--- src/rtl/uart_rx.sv ---
// UART receiver: start/data/parity/stop framing with a runtime prescale (clocks per bit).
// Define UART_RX_SYNC_EN to insert a two-flop synchronizer on RX_in (adds 2 clocks of latency).
module uart_rx (
    input  logic       clk,
    input  logic       rst,
    input  logic       RX_in,
    input  logic       par_en,
    input  logic       par_typ,
    input  logic [5:0] prescale,
    output logic [7:0] p_data,
    output logic       data_valid,
    output logic       par_err,
    output logic       stop_err,
    output logic       busy
);

    typedef enum logic [2:0] {
        IDLE   = 3'd0,
        START  = 3'd1,
        DATA   = 3'd2,
        PARITY = 3'd3,
        STOP   = 3'd4
    } state_t;

    function automatic logic xor8(input logic [7:0] d);
        return ^d;
    endfunction

    logic       rx_s;
    state_t     state_q, state_d;
    logic [5:0] cnt_q, cnt_d;
    logic [5:0] p_q, p_d;
    logic [2:0] bit_q, bit_d;
    logic [7:0] shift_q, shift_d;
    logic       pen_q, pen_d;
    logic       ptyp_q, ptyp_d;
    logic       pfail_q, pfail_d;
    logic [7:0] p_data_q, p_data_d;
    logic       dv_q, dv_d;
    logic       pe_q, pe_d;
    logic       se_q, se_d;
    logic       busy_q, busy_d;

    logic [5:0] p_in_s;
    logic [5:0] last_s;
    logic [5:0] samp_s;
    logic       at_samp_s;
    logic       at_last_s;

`ifdef UART_RX_SYNC_EN
    logic [1:0] sync_q;

    // Two-flop synchronizer; preset to the idle level so reset never looks like a start bit.
    always_ff @(posedge clk or negedge rst) begin
        if (!rst) begin
            sync_q <= 2'b11;
        end else begin
            sync_q <= {sync_q[0], RX_in};
        end
    end

    assign rx_s = sync_q[1];
`else
    assign rx_s = RX_in;
`endif

    assign p_in_s    = (prescale == 6'd0) ? 6'd1 : prescale;
    assign last_s    = p_q - 6'd1;
    assign samp_s    = {1'b0, last_s[5:1]};
    assign at_samp_s = (cnt_q == samp_s);
    assign at_last_s = (cnt_q == last_s);

    // State and datapath registers.
    always_ff @(posedge clk or negedge rst) begin
        if (!rst) begin
            state_q  <= IDLE;
            cnt_q    <= 6'd0;
            p_q      <= 6'd1;
            bit_q    <= 3'd0;
            shift_q  <= 8'h00;
            pen_q    <= 1'b0;
            ptyp_q   <= 1'b0;
            pfail_q  <= 1'b0;
            p_data_q <= 8'h00;
            dv_q     <= 1'b0;
            pe_q     <= 1'b0;
            se_q     <= 1'b0;
            busy_q   <= 1'b0;
        end else begin
            state_q  <= state_d;
            cnt_q    <= cnt_d;
            p_q      <= p_d;
            bit_q    <= bit_d;
            shift_q  <= shift_d;
            pen_q    <= pen_d;
            ptyp_q   <= ptyp_d;
            pfail_q  <= pfail_d;
            p_data_q <= p_data_d;
            dv_q     <= dv_d;
            pe_q     <= pe_d;
            se_q     <= se_d;
            busy_q   <= busy_d;
        end
    end

    // Next-state logic: bit timing, sampling and frame status.
    always_comb begin
        state_d  = state_q;
        cnt_d    = cnt_q;
        p_d      = p_q;
        bit_d    = bit_q;
        shift_d  = shift_q;
        pen_d    = pen_q;
        ptyp_d   = ptyp_q;
        pfail_d  = pfail_q;
        p_data_d = p_data_q;
        dv_d     = 1'b0;
        pe_d     = 1'b0;
        se_d     = 1'b0;

        case (state_q)
            IDLE: begin
                if (!rx_s) begin
                    // Detect edge is cycle 0 of the start bit; frame settings are frozen here.
                    p_d     = p_in_s;
                    pen_d   = par_en;
                    ptyp_d  = par_typ;
                    pfail_d = 1'b0;
                    bit_d   = 3'd0;
                    if (p_in_s == 6'd1) begin
                        state_d = DATA;
                        cnt_d   = 6'd0;
                    end else begin
                        state_d = START;
                        cnt_d   = 6'd1;
                    end
                end else begin
                    cnt_d = 6'd0;
                end
            end
            START: begin
                if (at_samp_s && rx_s) begin
                    state_d = IDLE;
                    cnt_d   = 6'd0;
                end else if (at_last_s) begin
                    state_d = DATA;
                    cnt_d   = 6'd0;
                end else begin
                    cnt_d = cnt_q + 6'd1;
                end
            end
            DATA: begin
                if (at_samp_s) begin
                    shift_d = {rx_s, shift_q[7:1]};
                end else begin
                    shift_d = shift_q;
                end
                if (at_last_s) begin
                    cnt_d = 6'd0;
                    if (bit_q == 3'd7) begin
                        state_d = pen_q ? PARITY : STOP;
                    end else begin
                        bit_d = bit_q + 3'd1;
                    end
                end else begin
                    cnt_d = cnt_q + 6'd1;
                end
            end
            PARITY: begin
                if (at_samp_s) begin
                    pfail_d = rx_s ^ xor8(shift_q) ^ ptyp_q;
                end else begin
                    pfail_d = pfail_q;
                end
                if (at_last_s) begin
                    state_d = STOP;
                    cnt_d   = 6'd0;
                end else begin
                    cnt_d = cnt_q + 6'd1;
                end
            end
            STOP: begin
                // Status is resolved at the stop sample; the rest of the stop bit is spent in IDLE.
                if (at_samp_s) begin
                    state_d = IDLE;
                    cnt_d   = 6'd0;
                    se_d    = ~rx_s;
                    pe_d    = pfail_q;
                    dv_d    = rx_s & ~pfail_q;
                    if (rx_s && !pfail_q) begin
                        p_data_d = shift_q;
                    end else begin
                        p_data_d = p_data_q;
                    end
                end else begin
                    cnt_d = cnt_q + 6'd1;
                end
            end
            default: begin
                state_d = IDLE;
                cnt_d   = 6'd0;
            end
        endcase

        busy_d = (state_d != IDLE);
    end

    assign p_data     = p_data_q;
    assign data_valid = dv_q;
    assign par_err    = pe_q;
    assign stop_err   = se_q;
    assign busy       = busy_q;

endmodule

--- config.mk ---
export PLATFORM = sky130hd
export DESIGN_NAME = uart_rx
export DESIGN_NICKNAME = d
export VERILOG_FILES = /design/src/rtl/uart_rx.sv
export SDC_FILE = /design/constraint.sdc
export NUM_CORES = 1
export LEC_CHECK = 0
export CAP_MARGIN = 40
export CORE_ASPECT_RATIO = 1.75
export CORE_UTILIZATION = 50
export CTS_CLUSTER_SIZE = 16
export DETAILED_ROUTE_END_ITERATION = 7
export HOLD_SLACK_MARGIN = 0.1
export PLACE_DENSITY = 0.76
export SYNTH_ARGS = -nofsm -noshare
export SYNTH_HDL_FRONTEND = slang
export SYNTH_SLANG_ARGS = --single-unit
--- constraint.sdc ---
create_clock -name clk -period 2.27 [get_ports clk]
set_input_delay 0.5675 -clock clk [delete_from_list [all_inputs] [get_ports clk]]
set_output_delay 0.5675 -clock clk [all_outputs]
set_load 0.05 [all_outputs]
## Word-level counts from Yosys, hierarchy flattened

Index checks and enable logic that the tools add are counted.

- Flip-flop bits (word level): 41
- Output and inout port bits: 12

- Add/sub/neg operators: 3
- Equal/unequal tests: 12
- Multiplexer cells: 30
- Bitwise operators: 5
- Reduce and logical (&&, ||, !) cells: 15

Operator list:

| cell | number |
|---|---|
| $mux 3 | 11 |
| $mux 6 | 5 |
| $pmux 6 s4 | 1 |
| $pmux 3 s5 | 1 |
| $mux 1 | 9 |
| $ne 2x2->1 const B | 4 |
| $reduce_xor 8->1 | 1 |
| $add 6x1->6 const B | 1 |
| $eq 3x2->1 const B | 2 |
| $eq 3x3->1 const B | 2 |
| $eq 6x1->1 const B | 1 |
| $eq 6x5->1 | 1 |
| $eq 6x6->1 | 1 |
| $logic_not 6->1 | 1 |
| $pmux 3 s2 | 1 |
| $reduce_and 3->1 | 2 |
| $sub 6x1->6 const B | 1 |
| $reduce_and 2->1 | 2 |
| $reduce_and 4->1 | 1 |
| $reduce_bool 2->1 | 2 |
| $add 3x1->3 const B | 1 |
| $eq 3x1->1 const B | 1 |
| $logic_not 3->1 | 1 |
| $reduce_bool 3->1 | 1 |
| 8 further kinds | 11 |

## Depth between registers and ports, before layout

- Word-level depth: 7
- Depth in mapped cells: 8
- Mapped depth without buffers: 8

## Least setup slack after synthesis

Ideal clock, no wire load.

- Path type: reg2reg
- Start: reg p_q[0]
- End: reg busy_q (netlist: busy)
- Setup time: 0.138 ns
- Arrival time: 2.213 ns
- Path slack: -0.081 ns
- Stages on the path, launching flop included: 9
- Path buffers: 0
- Period minus slack after synthesis: 2.351 ns
- Cells stage by stage: dfstp_2 > inv_1 > ha_1 > nor3b_4 > xnor2_1 > nor4_4 > a31oi_1 > a2bb2oi_1 > or4b_1

- Word-level cells in the longest chain between the ends: 6

RTL lines:

| element | line | source |
|---|---|---|
| from (decl) | 32 | `logic [5:0] p_q, p_d;` |
| from (signal assigned) | 92 | `p_q <= p_d;` |
| $sub 6x1->6 (*) | 68 | `assign last_s = p_q - 6'd1;` |
| $eq 6x6->1 / $eq 6x5->1 (equally long branches) | 71, 70 |  |
| $mux 3 / $logic_and 1x1->1 (equally long branches) | 145, 142 |  |
| $mux 3 | 142 | `if (at_samp_s && rx_s) begin` |
| $pmux 3 s5 (*) | 121 | `case (state_q)` |
| named net state_d[1] | 30 | `state_t state_q, state_d;` |
| $reduce_bool 3->1 (*) | 205 | `busy_d = (state_d != IDLE);` |
| named net busy_d | 42 | `logic busy_q, busy_d;` |
| to (signal assigned) | 102 | `busy_q <= busy_d;` |
| to (decl) | 42 |  |

Mark *: on every way through the listed nets, which the timed path passes. The rest lies on a longest branch.
A chain may end at the register's enable or synchronous reset.

## Worst setup path after layout

Same ends and word-level chain as after synthesis.

==> impl_metrics.csv <==
group,metric,value,unit
final_layout,nets,260,
setup_path,cp-endpoint,"busy",
sta,skew,0.00657,ns
sta,rsz0062_at_grt,"yes",
setup_path,worstSetupStartpoint,"p_q[0]",
detailed_routing,routed_wl,4730,µm
clocking,clk_pin_slew_worst_paths,0.08,ns
global_routing,grt_max_degree,42,
sta,fin_crit,2.35,ns
floorplan,core.rowCount,31,
detailed_routing,wl_per_cell,16.0,µm
setup_path,worstPathMaxFanout,4,
clocking,cts_hold_buffers,0,
floorplan,start_util,52.1,%
clocking,cts.sinks,41,
sta,maxSlewViolCount,0,
run_status,status,"finished with violations",
power,p_comb_share,49.6,%
synthesis,synth_warnings,0,
worst_hold_path,min_path_type,"in -> async",
synthesis,synth_cell_types,41,
setup_path,r2r_end,"busy",
run_status,violations,"setup timing",
detailed_routing,vias,1620,
setup_path,critPathKind,"reg -> reg",
placement,gp_congestion,0.907,
power,seq_power_share,32.1,%
synthesis,netlist_area,2160,µm²
power,power.share.clock,18.3,%
final_layout,syn_to_final_growth,29.1,%
detailed_routing,firstDrtPassIters,6,
synthesis,ys_seq_area_share,47.5,%
power,peakVddDrop,0.000829,V
power,power.net_switching,1220,µW
clocking,root_buffer,"clkbuf_8",
global_routing,grtUsageTotal,22.8,%
final_layout,antenna_cells,0,
setup_path,rrSetupSlack,-0.08,ns
placement,port_buffers,22,
final_layout,fin_cells,295,
setup_path,cp.arrival,2.52,ns
global_routing,grt_overflow,0,
sta,tightest_slew,0.499,ns
setup_path,crit_path_end_kind,"flop",
sta,setup_slack,-0.0765,ns
detailed_routing,drt_iter0_markers,35,
sta,relSlewSlack,66.6,%
global_routing,grt_pass1_wl,7430,µm
synthesis,syn_avg_cell_area,11.0,µm²
final_layout,fillers,320,
setup_path,r2r_start,"p_q[0]",
setup_path,critical_path.startpoint_type,"flop",
setup_path,required,2.44,ns
final_layout,multi_input_area,1190,µm²
global_routing,grt_pass1_vias,1581,
floorplan,die_w,51.7,µm
floorplan,dieHeight,89.0,µm
detailed_routing,final_antenna_net_count,0,
floorplan,die_area,4600,µm²
clocking,clk_latency,0.29,ns
run,max_cap_violations,0,
synthesis,postSynthCellCount,197,
setup_path,r2r_cells,8,
placement,hpwl,3330,µm
final_layout,utilization,67.2,%
global_routing,antenna_found_initial,0,
placement,dp.cells,282,
floorplan,num_io_pins,23,
synthesis,syn_nets,212,
sta,post-route-period-util,103,%
synthesis,ys_ff_latch,41,
clocking,cts_tree,"done",
final_layout,register_area,1030,µm²
detailed_routing,via_per_inst,5.49,
final_layout,drive_gt1_share,28.9,%
power,leakage,0.00131,µW
power,switching_share,36.7,%
detailed_routing,post-route-drc-count,0,
sta,setup_viol_count_final,2,
clocking,clk_path_buf_depth,2,
floorplan,core,4150,µm²
sta,fmax,426,MHz
clocking,htreeDepth,2,
power,pwr_density_cell,1190,nW/µm²
sta,hold_violations,0,
power,power.internal,2100,µW
clocking,numCtsBuffers,5,
## cells in the final DEF (no fill, tap or decap), drive strengths merged, types with 2 or more instances in the layout
cell type,Yosys,routed
dfrtp,40,40
clkbuf,4,7
xor2,6,6
and3,2,2
buf,0,23
ha,4,4
a21oi,2,2
mux2,16,16
clkdlybuf4s50,0,21
o21ai,7,7
nand3,3,3
xnor2,20,20
nor2,14,14
nor2b,6,6
nor3,3,3
o211ai,2,2
mux2i,3,3
nand2,33,34
inv,3,3
nand2b,4,4
a2bb2oi,2,2
nor4,2,2
nor3b,2,2
and2,3,3
xnor3,2,2
or3,2,2
## power groups by stage
stage / logic [µW] / registers (µW) / clock network [µW]
finish: 1640 / 1060 / 606
global route: 1770 / 1090 / 644
CTS: 1480 / 1060 / 613
detailed placement: 1420 / 1080 / 0
global placement: 1400 / 1070 / 0
floorplan: 1020 / 1040 / 0
## cells in the mapped netlist, drive strengths merged
master / number / area [µm²]
dfrtp: 40 / 1000
nand2: 33 / 129
xnor2: 20 / 175
mux2: 16 / 180
nor2: 14 / 52.6
o21ai: 7 / 35.0
nor2b: 6 / 37.5
xor2: 6 / 52.6
clkbuf: 4 / 15.0
ha: 4 / 50.1
nand2b: 4 / 25.0
and2: 3 / 18.8
inv: 3 / 11.3
mux2i: 3 / 30.0
nand3: 3 / 15.0
nor3: 3 / 20.0
a21oi: 2 / 10.0
a2bb2oi: 2 / 17.5
and3: 2 / 12.5
nor3b: 2 / 31.3
nor4: 2 / 27.5
o211ai: 2 / 15.0
or3: 2 / 17.5
xnor3: 2 / 45.0
a211oi: 1 / 12.5
a21boi: 1 / 7.51
a221oi: 1 / 8.76
a22oi: 1 / 7.51
a31oi: 1 / 6.26
and3b: 1 / 8.76
and4bb: 1 / 12.5
dfstp: 1 / 26.3
nand4: 1 / 6.26
o22ai: 1 / 6.26
or4b: 1 / 10.0
xor3: 1 / 23.8
## per-stage QoR
stage | TNS [ns] | power (µW) | hold slack, ns | instance area, µm² | setup WS [ns]
2_1_floorplan | -0.00324 | 2060 | 0.272 | 2170 | -0.00324
5_1_grt | -0.783 | 3510 | 0.374 | 2790 | -0.165
6_report | -0.0820 | 3310 | 0.320 | 2790 | -0.0765
3_5_place_dp | -0.344 | 2490 | 0.491 | 2570 | -0.0676
4_1_cts | -0.0476 | 3150 | 0.355 | 2700 | -0.0476
3_3_place_gp | -0.0705 | 2470 | 0.488 | 2570 | -0.0705
## repair_timing
item	4_1_cts	5_1_grt
hold endpoints to repair	0	0
pin swaps	1	7
endpoints found under the setup margin	17	24
setup buffers	1	3
gates resized for setup	2	16
cloned	0	1
## final cells by class
type / count / share of cell area (%)
flip-flops and latches: 41 / 36.8
well taps: 49 / 2.20
clock buffers: 7 / 3.10
repair buffers: 44 / 13.6
multi-input cells: 150 / 42.8
inverters: 3 / 0.404
clock inverters: 1 / 1.08
## critical path, cell delays in order (launching register included)
cell       delay, ns
dfstp_2         0.55
inv_2           0.05
ha_4            0.26
xor2_1          0.13
nand2_1         0.10
nor4_4          0.36
a31oi_1         0.13
a2bb2oi_1       0.17
or4b_1          0.46
## worst min path at each step
stage,startpoint,end,slack (ns),cells after the start
6_report,rst,cnt_q[4],0.32,2
5_1_grt,rst,p_q[5],0.37,2
4_1_cts,rst,p_q[3],0.36,2
2_1_floorplan,rst,bit_q[0],0.27,0
3_3_place_gp,pen_q,pen_q,0.49,2
3_5_place_dp,pen_q,pen_q,0.49,2
## registers in the layout (all words and copies together) (netlist names)
register    count
bit_q           3
busy            1
cnt_q           6
data_valid      1
p_data          8
p_q             6
par_err         1
pen_q           1
pfail_q         1
ptyp_q          1
shift_q         8
state_q         3
stop_err        1
## cells by family after synthesis
family / after synthesis / share of synthesized area (%)
AND/OR/NAND/NOR: 78 / 19.6
flip-flops: 41 / 47.5
buffers and inverters: 7 / 1.22
XOR/XNOR: 29 / 13.7
AO/OA/AOI/OAI: 19 / 5.85
multiplexers: 19 / 9.73
adder cells (fa/ha/maj): 4 / 2.32
## routing by layer
metal	track usage [%]	wire length, µm	vias up
met5	0	0	-
met4	11.8	133	0
met3	3.74	102	10
met2	42.3	2750	26
met1	24.1	1740	817
li1	-	-	767
Note: power is estimated with default switching activity, not from simulation.
